$ cat src/rtl/io_bus_master_pkg.sv
// Shared types and widths for the J1 I/O bus initiator.
// IO_BUS_MASTER_BURST_EN adds a per-command burst length field.
package io_bus_master_pkg;

  localparam int unsigned ADDR_W = 16;
  localparam int unsigned DATA_W = 16;
`ifdef IO_BUS_MASTER_BURST_EN
  localparam int unsigned LEN_W  = 4;
`endif

  typedef enum logic [1:0] {IDLE, WRITE, READ, RESP} state_t;

  typedef struct packed {
    logic              write;
    logic [ADDR_W-1:0] addr;
    logic [DATA_W-1:0] wdata;
`ifdef IO_BUS_MASTER_BURST_EN
    logic [LEN_W-1:0]  len;
`endif
  } cmd_t;

endpackage

$ cat src/rtl/if_io.sv
// J1 I/O bus: single-word strobed cycles, din is an OR-bus driven by the slaves.
interface if_io (
  input logic clk
);
  logic        rd;
  logic        wr;
  logic [15:0] addr;
  logic [15:0] dout;
  logic [15:0] din;

  modport master (input clk, input din, output rd, output wr, output addr, output dout);
  modport slave  (input clk, input rd, input wr, input addr, input dout, output din);
endinterface

$ cat src/rtl/io_cmd_fifo.sv
// Synchronous command FIFO; head entry is visible on pop_data without a pop.
module io_cmd_fifo
  import io_bus_master_pkg::*;
#(
  parameter int unsigned DEPTH = 4
) (
  input  logic                   clk,
  input  logic                   reset,
  input  logic                   push,
  input  cmd_t                   push_data,
  input  logic                   pop,
  output cmd_t                   pop_data,
  output logic                   full,
  output logic                   empty,
  output logic [$clog2(DEPTH):0] count
);
  localparam int unsigned AW = $clog2(DEPTH);
  localparam int unsigned CW = AW + 1;

  cmd_t          mem [DEPTH];
  logic [AW-1:0] wr_ptr;
  logic [AW-1:0] rd_ptr;

  always_ff @(posedge clk) begin
    if (reset) begin
      wr_ptr <= '0;
      rd_ptr <= '0;
      count  <= '0;
    end else begin
      if (push) wr_ptr <= wr_ptr + AW'(1);
      if (pop)  rd_ptr <= rd_ptr + AW'(1);
      count <= count + CW'(push) - CW'(pop);
    end
  end

  always_ff @(posedge clk) begin
    if (push) mem[wr_ptr] <= push_data;
  end

  assign pop_data = mem[rd_ptr];
  assign full     = (count == CW'(DEPTH));
  assign empty    = (count == '0);

endmodule

$ cat src/rtl/io_bus_master.sv
// J1 I/O bus initiator: queues read/write commands and runs single-word bus cycles.
// Define IO_BUS_MASTER_BURST_EN to add cmd_len and expand each command into a burst.
module io_bus_master
  import io_bus_master_pkg::*;
#(
  parameter int unsigned DEPTH   = 4,
  parameter int unsigned RD_WAIT = 0
) (
  input  logic              reset,
  input  logic              cmd_valid,
  output logic              cmd_ready,
  input  logic              cmd_write,
  input  logic [ADDR_W-1:0] cmd_addr,
  input  logic [DATA_W-1:0] cmd_wdata,
`ifdef IO_BUS_MASTER_BURST_EN
  input  logic [LEN_W-1:0]  cmd_len,
`endif
  output logic              rsp_valid,
  input  logic              rsp_ready,
  output logic [DATA_W-1:0] rsp_rdata,
  output logic              busy,
  if_io.master              io
);
  localparam int unsigned CW     = $clog2(DEPTH) + 1;
  localparam int unsigned WAIT_W = 3;

  state_t            state;
  cmd_t              cmd_in;
  cmd_t              head;
  logic              push;
  logic              pop;
  logic              full;
  logic              empty;
  logic [CW-1:0]     count;
  logic [WAIT_W-1:0] wait_cnt;
  logic              issue;
  logic              issue_write;
  logic [ADDR_W-1:0] issue_addr;
  logic [DATA_W-1:0] issue_wdata;
`ifdef IO_BUS_MASTER_BURST_EN
  logic [LEN_W-1:0]  beats_left;
  logic              cur_write;
  logic [DATA_W-1:0] cur_wdata;
`endif

  assign cmd_in.write = cmd_write;
  assign cmd_in.addr  = cmd_addr;
  assign cmd_in.wdata = cmd_wdata;
`ifdef IO_BUS_MASTER_BURST_EN
  assign cmd_in.len   = cmd_len;
`endif

  assign cmd_ready = !full;
  assign push      = cmd_valid && cmd_ready;

  io_cmd_fifo #(.DEPTH(DEPTH)) u_fifo (
    .clk      (io.clk),
    .reset    (reset),
    .push     (push),
    .push_data(cmd_in),
    .pop      (pop),
    .pop_data (head),
    .full     (full),
    .empty    (empty),
    .count    (count)
  );

`ifdef IO_BUS_MASTER_BURST_EN
  assign busy = (count != '0) || (state != IDLE) || (beats_left != '0);
`else
  assign busy = (count != '0) || (state != IDLE);
`endif

  // Pick the next beat in IDLE: remaining burst beats take priority over the FIFO head.
  always_comb begin
    pop         = 1'b0;
    issue       = 1'b0;
    issue_write = head.write;
    issue_addr  = head.addr;
    issue_wdata = head.wdata;
    if (state == IDLE) begin
`ifdef IO_BUS_MASTER_BURST_EN
      if (beats_left != '0) begin
        issue       = 1'b1;
        issue_write = cur_write;
        issue_addr  = io.addr + ADDR_W'(1);
        issue_wdata = cur_wdata;
      end else
`endif
      if (!empty) begin
        issue = 1'b1;
        pop   = 1'b1;
      end
    end
  end

  always_ff @(posedge io.clk) begin
    if (reset) begin
      state     <= IDLE;
      io.rd     <= 1'b0;
      io.wr     <= 1'b0;
      io.addr   <= '0;
      io.dout   <= '0;
      rsp_valid <= 1'b0;
      rsp_rdata <= '0;
      wait_cnt  <= '0;
`ifdef IO_BUS_MASTER_BURST_EN
      beats_left <= '0;
      cur_write  <= 1'b0;
      cur_wdata  <= '0;
`endif
    end else begin
      unique case (state)
        IDLE: begin
          if (issue) begin
            io.addr <= issue_addr;
            if (issue_write) begin
              io.dout <= issue_wdata;
              io.wr   <= 1'b1;
              state   <= WRITE;
            end else begin
              io.rd    <= 1'b1;
              wait_cnt <= WAIT_W'(RD_WAIT);
              state    <= READ;
            end
`ifdef IO_BUS_MASTER_BURST_EN
            if (pop) begin
              beats_left <= head.len;
              cur_write  <= head.write;
              cur_wdata  <= head.wdata;
            end else begin
              beats_left <= beats_left - LEN_W'(1);
            end
`endif
          end
        end
        WRITE: begin
          io.wr <= 1'b0;
          state <= IDLE;
        end
        READ: begin
          if (wait_cnt == '0) begin
            rsp_rdata <= io.din;
            io.rd     <= 1'b0;
            rsp_valid <= 1'b1;
            state     <= RESP;
          end else begin
            wait_cnt <= wait_cnt - WAIT_W'(1);
          end
        end
        RESP: begin
          if (rsp_valid && rsp_ready) begin
            rsp_valid <= 1'b0;
            state     <= IDLE;
          end
        end
        default: state <= IDLE;
      endcase
    end
  end

endmodule

$ cat src/flat_wrapper.sv
// flat-port wrapper written by rule: the top's interface ports become plain ports
module io_bus_master_flat import io_bus_master_pkg::*;
#(
  parameter int unsigned DEPTH   = 4,
  parameter int unsigned RD_WAIT = 0
)
  (reset, cmd_valid, cmd_ready, cmd_write, cmd_addr, cmd_wdata, rsp_valid, rsp_ready, rsp_rdata, busy, clk, io_din, io_rd, io_wr, io_addr, io_dout);
  if_io io_i (.clk(clk));
  input  logic reset;
  input  logic cmd_valid;
  output logic cmd_ready;
  input  logic cmd_write;
  input  logic [ADDR_W-1:0] cmd_addr;
  input  logic [DATA_W-1:0] cmd_wdata;
  output logic rsp_valid;
  input  logic rsp_ready;
  output logic [DATA_W-1:0] rsp_rdata;
  output logic busy;
  input wire logic clk;
  input wire logic [$bits(io_i.din)-1:0] io_din;
  output wire logic [$bits(io_i.rd)-1:0] io_rd;
  output wire logic [$bits(io_i.wr)-1:0] io_wr;
  output wire logic [$bits(io_i.addr)-1:0] io_addr;
  output wire logic [$bits(io_i.dout)-1:0] io_dout;
  assign io_i.din = io_din;
  assign io_rd = io_i.rd;
  assign io_wr = io_i.wr;
  assign io_addr = io_i.addr;
  assign io_dout = io_i.dout;
  io_bus_master #(.DEPTH(DEPTH), .RD_WAIT(RD_WAIT)) u_core (.reset(reset), .cmd_valid(cmd_valid), .cmd_ready(cmd_ready), .cmd_write(cmd_write), .cmd_addr(cmd_addr), .cmd_wdata(cmd_wdata), .rsp_valid(rsp_valid), .rsp_ready(rsp_ready), .rsp_rdata(rsp_rdata), .busy(busy), .io(io_i));
endmodule
$ cat config.mk
export PLATFORM = sky130hd
export DESIGN_NAME = io_bus_master_flat
export DESIGN_NICKNAME = d
export VERILOG_FILES = /design/src/rtl/io_bus_master_pkg.sv /design/src/rtl/if_io.sv /design/src/rtl/io_cmd_fifo.sv /design/src/rtl/io_bus_master.sv /design/src/flat_wrapper.sv
export SDC_FILE = /design/constraint.sdc
export NUM_CORES = 1
export LEC_CHECK = 0
export ABC_AREA = 1
export BUFFER_PORTS_ARGS = -buffer_cell sky130_fd_sc_hd__buf_2
export CAP_MARGIN = 25
export CORE_UTILIZATION = 50
export CTS_CLUSTER_DIAMETER = 50
export CTS_CLUSTER_SIZE = 25
export DETAILED_ROUTE_END_ITERATION = 12
export PLACE_DENSITY = 0.71
export SYNTH_ARGS = -nofsm -noshare
export SYNTH_HDL_FRONTEND = slang
export SYNTH_SLANG_ARGS = --single-unit
$ cat constraint.sdc
create_clock -name clk -period 3.1 [get_ports clk]
set_input_delay 0.62 -clock clk [delete_from_list [all_inputs] [get_ports clk]]
set_output_delay 0.62 -clock clk [all_outputs]
set_load 0.005 [all_outputs]
==> results of run 1 <==
-- worst max-delay path, cell delays in order, from the launching register on --
cell and delay (ns):
dfxtp_1 0.38, inv_1 0.09, nand3_1 0.19, nand2_8 0.17, inv_4 0.22, ha_1 0.27
inv_1 0.06, ha_1 0.14, inv_1 0.05, fa_1 0.37, inv_1 0.07, o21ai_0 0.08
a21oi_1 0.13
-- sequential cells by signal, summed over array words and instances, names as in the netlist, named ones only --
name and flops:
u_core.io.addr 16, u_core.io.dout 16, u_core.io.rd 1, u_core.io.wr 1
u_core.rsp_rdata 16, u_core.rsp_valid 1, u_core.state 2, u_core.u_fifo.count 3
u_core.u_fifo.mem 132, u_core.u_fifo.rd_ptr 2, u_core.u_fifo.wr_ptr 2, u_core.wait_cnt 3
-- worst max-delay path by stage --
stage | to | cells past startpoint | slack [ns] | from
detailed placement | u_core.u_fifo.count[2] | 10 | 0.62 | cmd_valid
global placement | u_core.u_fifo.count[2] | 10 | 0.71 | cmd_valid
floorplan | u_core.u_fifo.mem[0][0] | 2 | 0.49 | cmd_valid
finish | u_core.u_fifo.count[2] | 12 | 0.78 | u_core.u_fifo.count[1]
CTS | u_core.u_fifo.count[2] | 12 | 0.73 | u_core.u_fifo.count[1]
global route | u_core.u_fifo.count[2] | 12 | 0.61 | u_core.u_fifo.count[1]
-- area by class of cell --
cell class | instances | area, sq um
diodes | 1 | 2.50
clock buffers | 18 | 439
clock inverters | 14 | 178
fillers | 1180 | 5760
inverters | 31 | 121
multi-input cells | 388 | 1930
flip-flops and latches | 197 | 5270
well taps | 184 | 230
repair buffers | 116 | 608
-- cells by family (layout without fill, tap and decap cells) --
kind of cell | count (synthesis) | count (layout) | synth area share
AND/OR/NAND/NOR | 215 | 215 | 0.122
flip-flops | 197 | 197 | 0.706
AO/OA/AOI/OAI | 163 | 163 | 0.115
buffers and inverters | 64 | 179 | 0.0391
adder cells (fa/ha/maj) | 9 | 9 | 0.0161
XOR/XNOR | 1 | 1 | 0.00118
other | 0 | 1 | 0
-- metal layers --
metal / share of wire / track usage / wire length [um]
met4: 0.020 / 0.0975 / 306
met5: 0 / 0 / 0
met1: 0.42 / 0.240 / 6320
met2: 0.50 / 0.350 / 7500
met3: 0.067 / 0.0554 / 1010
-- report_power, final --
| group | internal, mW | total, mW | switching (mW) |
|---|---|---|---|
| Combinational | 0.818 | 2.36 | 1.54 |
| Sequential | 3.32 | 3.57 | 0.253 |
| Clock | 1.30 | 2.25 | 0.955 |
-- through the flow --
step / total power, mW / std cells / setup slack [ns]
after detailed placement: 5.98 / 916 / 0.620
after global routing: 8.71 / 949 / 0.610
after floorplan: 5.24 / 649 / 0.487
after global placement: 5.87 / 916 / 0.708
final: 8.18 / 949 / 0.782
after CTS: 8.23 / 948 / 0.732
-- cell usage after synthesis, drive strengths merged --
library cell  instances
nand2                25
nor2                176
edfxtp              132
inv                  31
or2                   1
xnor2                 1
clkbuf               16
ha                    8
o21ai               120
dfxtp                65
o22ai                32
buf                  17
fa                    1
a21oi                11
nand4                 4
nand3                 9
==> results.json, run 1 <==
{
  "outcome": "complete, no violations",
  "syn-mean-instance-area_sq_um": 11.5,
  "routed_wl_mm": 15.1,
  "slew_headroom": 0.469,
  "hp-start": "cmd_addr[11]",
  "worst_setup_hold_path_clk_slew_ns": 0.07,
  "synth_nets": 711,
  "fin_nets": 813,
  "vias": 5110,
  "skew_ns": 0.00644,
  "reg2regPathDepth": 12,
  "worstMarginPinSlew_ns": 0.795,
  "netlist.area_leader.share": 0.532,
  "clock_latency_ns": 0.43,
  "cts_buffers": 17,
  "final_cell_mix": "169 x nor2_1, 132 x edfxtp_1, 114 x o21ai_0",
  "drc": 0,
  "rows": 44,
  "die-area_sq_mm": 0.0154,
  "ys_warn_count": 0,
  "cts_setup_buffers": 0,
  "routed_via_density": 5.38,
  "cts_resized": 0,
  "cts-hold-fix-buffers": 0,
  "critical_path_class": "reg2reg",
  "cp.required_ns": 3.46,
  "fmax_mhz": 431,
  "design_area_sq_mm": 0.00877,
  "synth.largest_area_cell": "edfxtp_1",
  "drt_pass1_iterations": 5,
  "hold_slack_ns": 0.397,
  "r2r_setup_slack_ns": 0.78,
  "synthCells": 649,
  "timing.final.crit_share": 0.748,
  "post-route-util": 0.604,
  "gp_congestion": 0.796,
  "power.leakage_nw": 3.41,
  "grt_pass1_vias": 4816,
  "die_w_um": 124,
  "whs_endpoint": "u_core.u_fifo.mem[1][27]",
  "drive_above_1_share": 0.220,
  "grt_pass1_wl_mm": 23.3,
  "synth_seq_cells": 197,
  "antenna_found_initial": 1,
  "dieHeight_um": 124,
  "endpoint_kind": "flop",
  "startpoint_type": "flop",
  "tritoncts": "done",
  "area_growth_pct": 17.7,
  "ant_nets": 0,
  "yosys-top-cells-area": "edfxtp_1 53%, dfxtp_1 17%, nor2_1 8.7%",
  "final-hold-violation-count": 0,
  "wire_per_inst_um": 15.9,
  "syn-cell-area_sq_mm": 0.00745,
  "cts_sinks": 197,
  "slew_viol_final": 0,
  "r2r_end": "u_core.u_fifo.count[2]",
  "hpwl_mm": 9.49,
  "vdd_drop_max_mv": 0.563,
  "yosysSeqAreaShare": 0.706,
  "synth_cell_types": 29,
  "io_pins": 106,
  "grt_use_total": 0.205,
  "clockRootBuffer": "clkbuf_16",
  "r2r_start": "u_core.u_fifo.count[1]",
  "final_common_cell": "nor2_1",
  "cap_viol_max_count": 0,
  "min_period_ns": 2.32,
  "numPortBuffers": 105,
  "grt_max_degree": 58,
  "h-tree-depth": 4,
  "drt_iter0_markers": 351,
  "gr-total-overflow": 0,
  "grt_setup_unrepaired": "no",
  "critPathMaxFanout": 20,
  "cts_buffer_depth": 2,
  "initial_core_util": 0.513,
  "fin_tns_setup_ns": 0,
  "core_area_sq_mm": 0.0145,
  "placement.cell_area_sq_mm": 0.00815,
  "p_per_area_mw_per_mm2": 933,
  "hold_class": "in2reg",
  "hold_depth": 1,
  "arrival_ns": 2.68,
  "setup_violations": 0
}
No activity file was read; power rests on OpenSTA's default activity.
==> inputs of run 2 (changes only) <==
- clock period: 3.1 -> 2.3 ns (I/O delays scaled with it)
==> results.json, run 2 (synthesized netlist as in run 1, its figures left out) <==
{
  "outcome": "complete, no violations",
  "hold_depth": 1,
  "nFillCells": 1158,
  "drt_iter0_markers": 270,
  "slew_viol_final": 0,
  "largest_reg_flops": 132,
  "reg2regPathDepth": 12,
  "worstMarginPinSlew_ns": 0.432,
  "die_w_um": 124,
  "arrival_ns": 2.45,
  "cap_viol_max_count": 0,
  "p_per_area_mw_per_mm2": 1240,
  "power.leakage_nw": 3.43,
  "vias": 5107,
  "grt_use_total": 0.212,
  "min_period_ns": 2.08,
  "numPortBuffers": 105,
  "dieHeight_um": 124,
  "vdd_drop_max_mv": 0.625,
  "post-route-util": 0.608,
  "final_common_cell": "nor2_1",
  "clockRootBuffer": "clkbuf_16",
  "critical_path_class": "reg2reg",
  "routed_wl_mm": 15.6,
  "cts_buffer_depth": 2,
  "area_growth_pct": 18.5,
  "hold_class": "in2reg",
  "final_cell_mix": "169 x nor2_1, 132 x edfxtp_1, 114 x o21ai_0",
  "tritoncts": "done",
  "hpwl_mm": 9.78,
  "routed_via_density": 5.35,
  "grt_pass1_wl_mm": 23.8,
  "fin_nets": 819,
  "die-area_sq_mm": 0.0154,
  "cts_resized": 0,
  "core_area_sq_mm": 0.0145,
  "final-hold-violation-count": 0,
  "ant_nets": 0,
  "wire_per_inst_um": 16.3,
  "startpoint_type": "flop",
  "cp.required_ns": 2.66,
  "timing.final.crit_share": 0.906,
  "setup_violations": 0,
  "cts_buffers": 17,
  "grt_setup_unrepaired": "no",
  "gr-total-overflow": 0,
  "drive_above_1_share": 0.223,
  "grt_pass1_vias": 4874,
  "critPathMaxFanout": 3,
  "endpoint_kind": "flop",
  "initial_core_util": 0.513,
  "cts_sinks": 197,
  "grt_max_degree": 48,
  "worst_setup_hold_path_clk_slew_ns": 0.07,
  "fmax_mhz": 480,
  "gp_congestion": 0.807,
  "antenna_found_initial": 1,
  "drt_pass1_iterations": 5,
  "hold_slack_ns": 0.239,
  "io_pins": 106,
  "largest_register": "u_core.u_fifo.mem",
  "cts-hold-fix-buffers": 0,
  "cts_setup_buffers": 0,
  "skew_ns": 0.0113,
  "h-tree-depth": 4,
  "clock_latency_ns": 0.43,
  "slew_headroom": 0.709,
  "rows": 44,
  "drc": 0
}
[run 2: changes by cell type in the layout (fill, tap and decap cells not counted), sizes merged]
cell / delta
buf: +6
clkbuf: +5
clkinv: -3
bufinv: -2
[run 2: through the flow]
| step | TNS (ns) | cells | area [sq um] | worst slack [ns] | total power, mW |
|---|---|---|---|---|---|
| 2_1_floorplan | -34.42 | 649 | 7450 | -0.261 | 7.06 |
| 4_1_cts | 0 | 954 | 8830 | 0.206 | 11.1 |
| 3_5_place_dp | 0 | 922 | 8260 | 0.222 | 8.22 |
| 3_3_place_gp | 0 | 922 | 8260 | 0.354 | 8.05 |
| 6_report | 0 | 955 | 8830 | 0.216 | 11.0 |
| 5_1_grt | 0 | 955 | 8830 | 0.102 | 11.7 |
[run 2: power by group]
part	switching [mW]	internal, mW
registers	0.322	4.47
logic	2.15	1.19
clock network	1.25	1.59
total	3.73	7.25
[run 2: worst paths after layout]
kind                                              from                        to  slack [ns]
worst max-delay path            u_core.u_fifo.count[1]    u_core.u_fifo.count[2]        0.22
worst min-delay path                      cmd_addr[13]  u_core.u_fifo.mem[3][29]        0.24
worst max register to register  u_core.u_fifo.count[1]    u_core.u_fifo.count[2]        0.22
worst min register to register            u_core.io.rd              u_core.io.rd        0.47
[run 2: layout make-up]
cell class / count / area, sq um / area share
sequential: 197 / 5270 / 0.596
timing repair buffer: 122 / 716 / 0.0810
tap: 184 / 230 / 0.0261
inverter: 31 / 121 / 0.0137
clock buffer: 23 / 478 / 0.0541
multi-input combinational: 388 / 1930 / 0.218
clock inverter: 9 / 92.6 / 0.0105
antenna: 1 / 2.50 / 0.000283
[run 2: worst max-delay path, cell delays in order (launching register included)]
cell,delay (ns)
dfxtp_1,0.35
inv_1,0.11
nand3_1,0.18
nand2_8,0.11
inv_4,0.03
ha_1,0.28
inv_1,0.06
ha_1,0.15
inv_1,0.05
fa_1,0.37
inv_1,0.08
o21ai_0,0.10
a21oi_1,0.13
[run 2: per-layer routing]
layer  part of all wire  global-route usage  vias to the layer above
met3              0.054              0.0499                       26
met2               0.51               0.367                      151
li1                   -                   -                     2478
met4              0.024               0.106                        0
met5                  0                   0                        -
met1               0.42               0.246                     2452
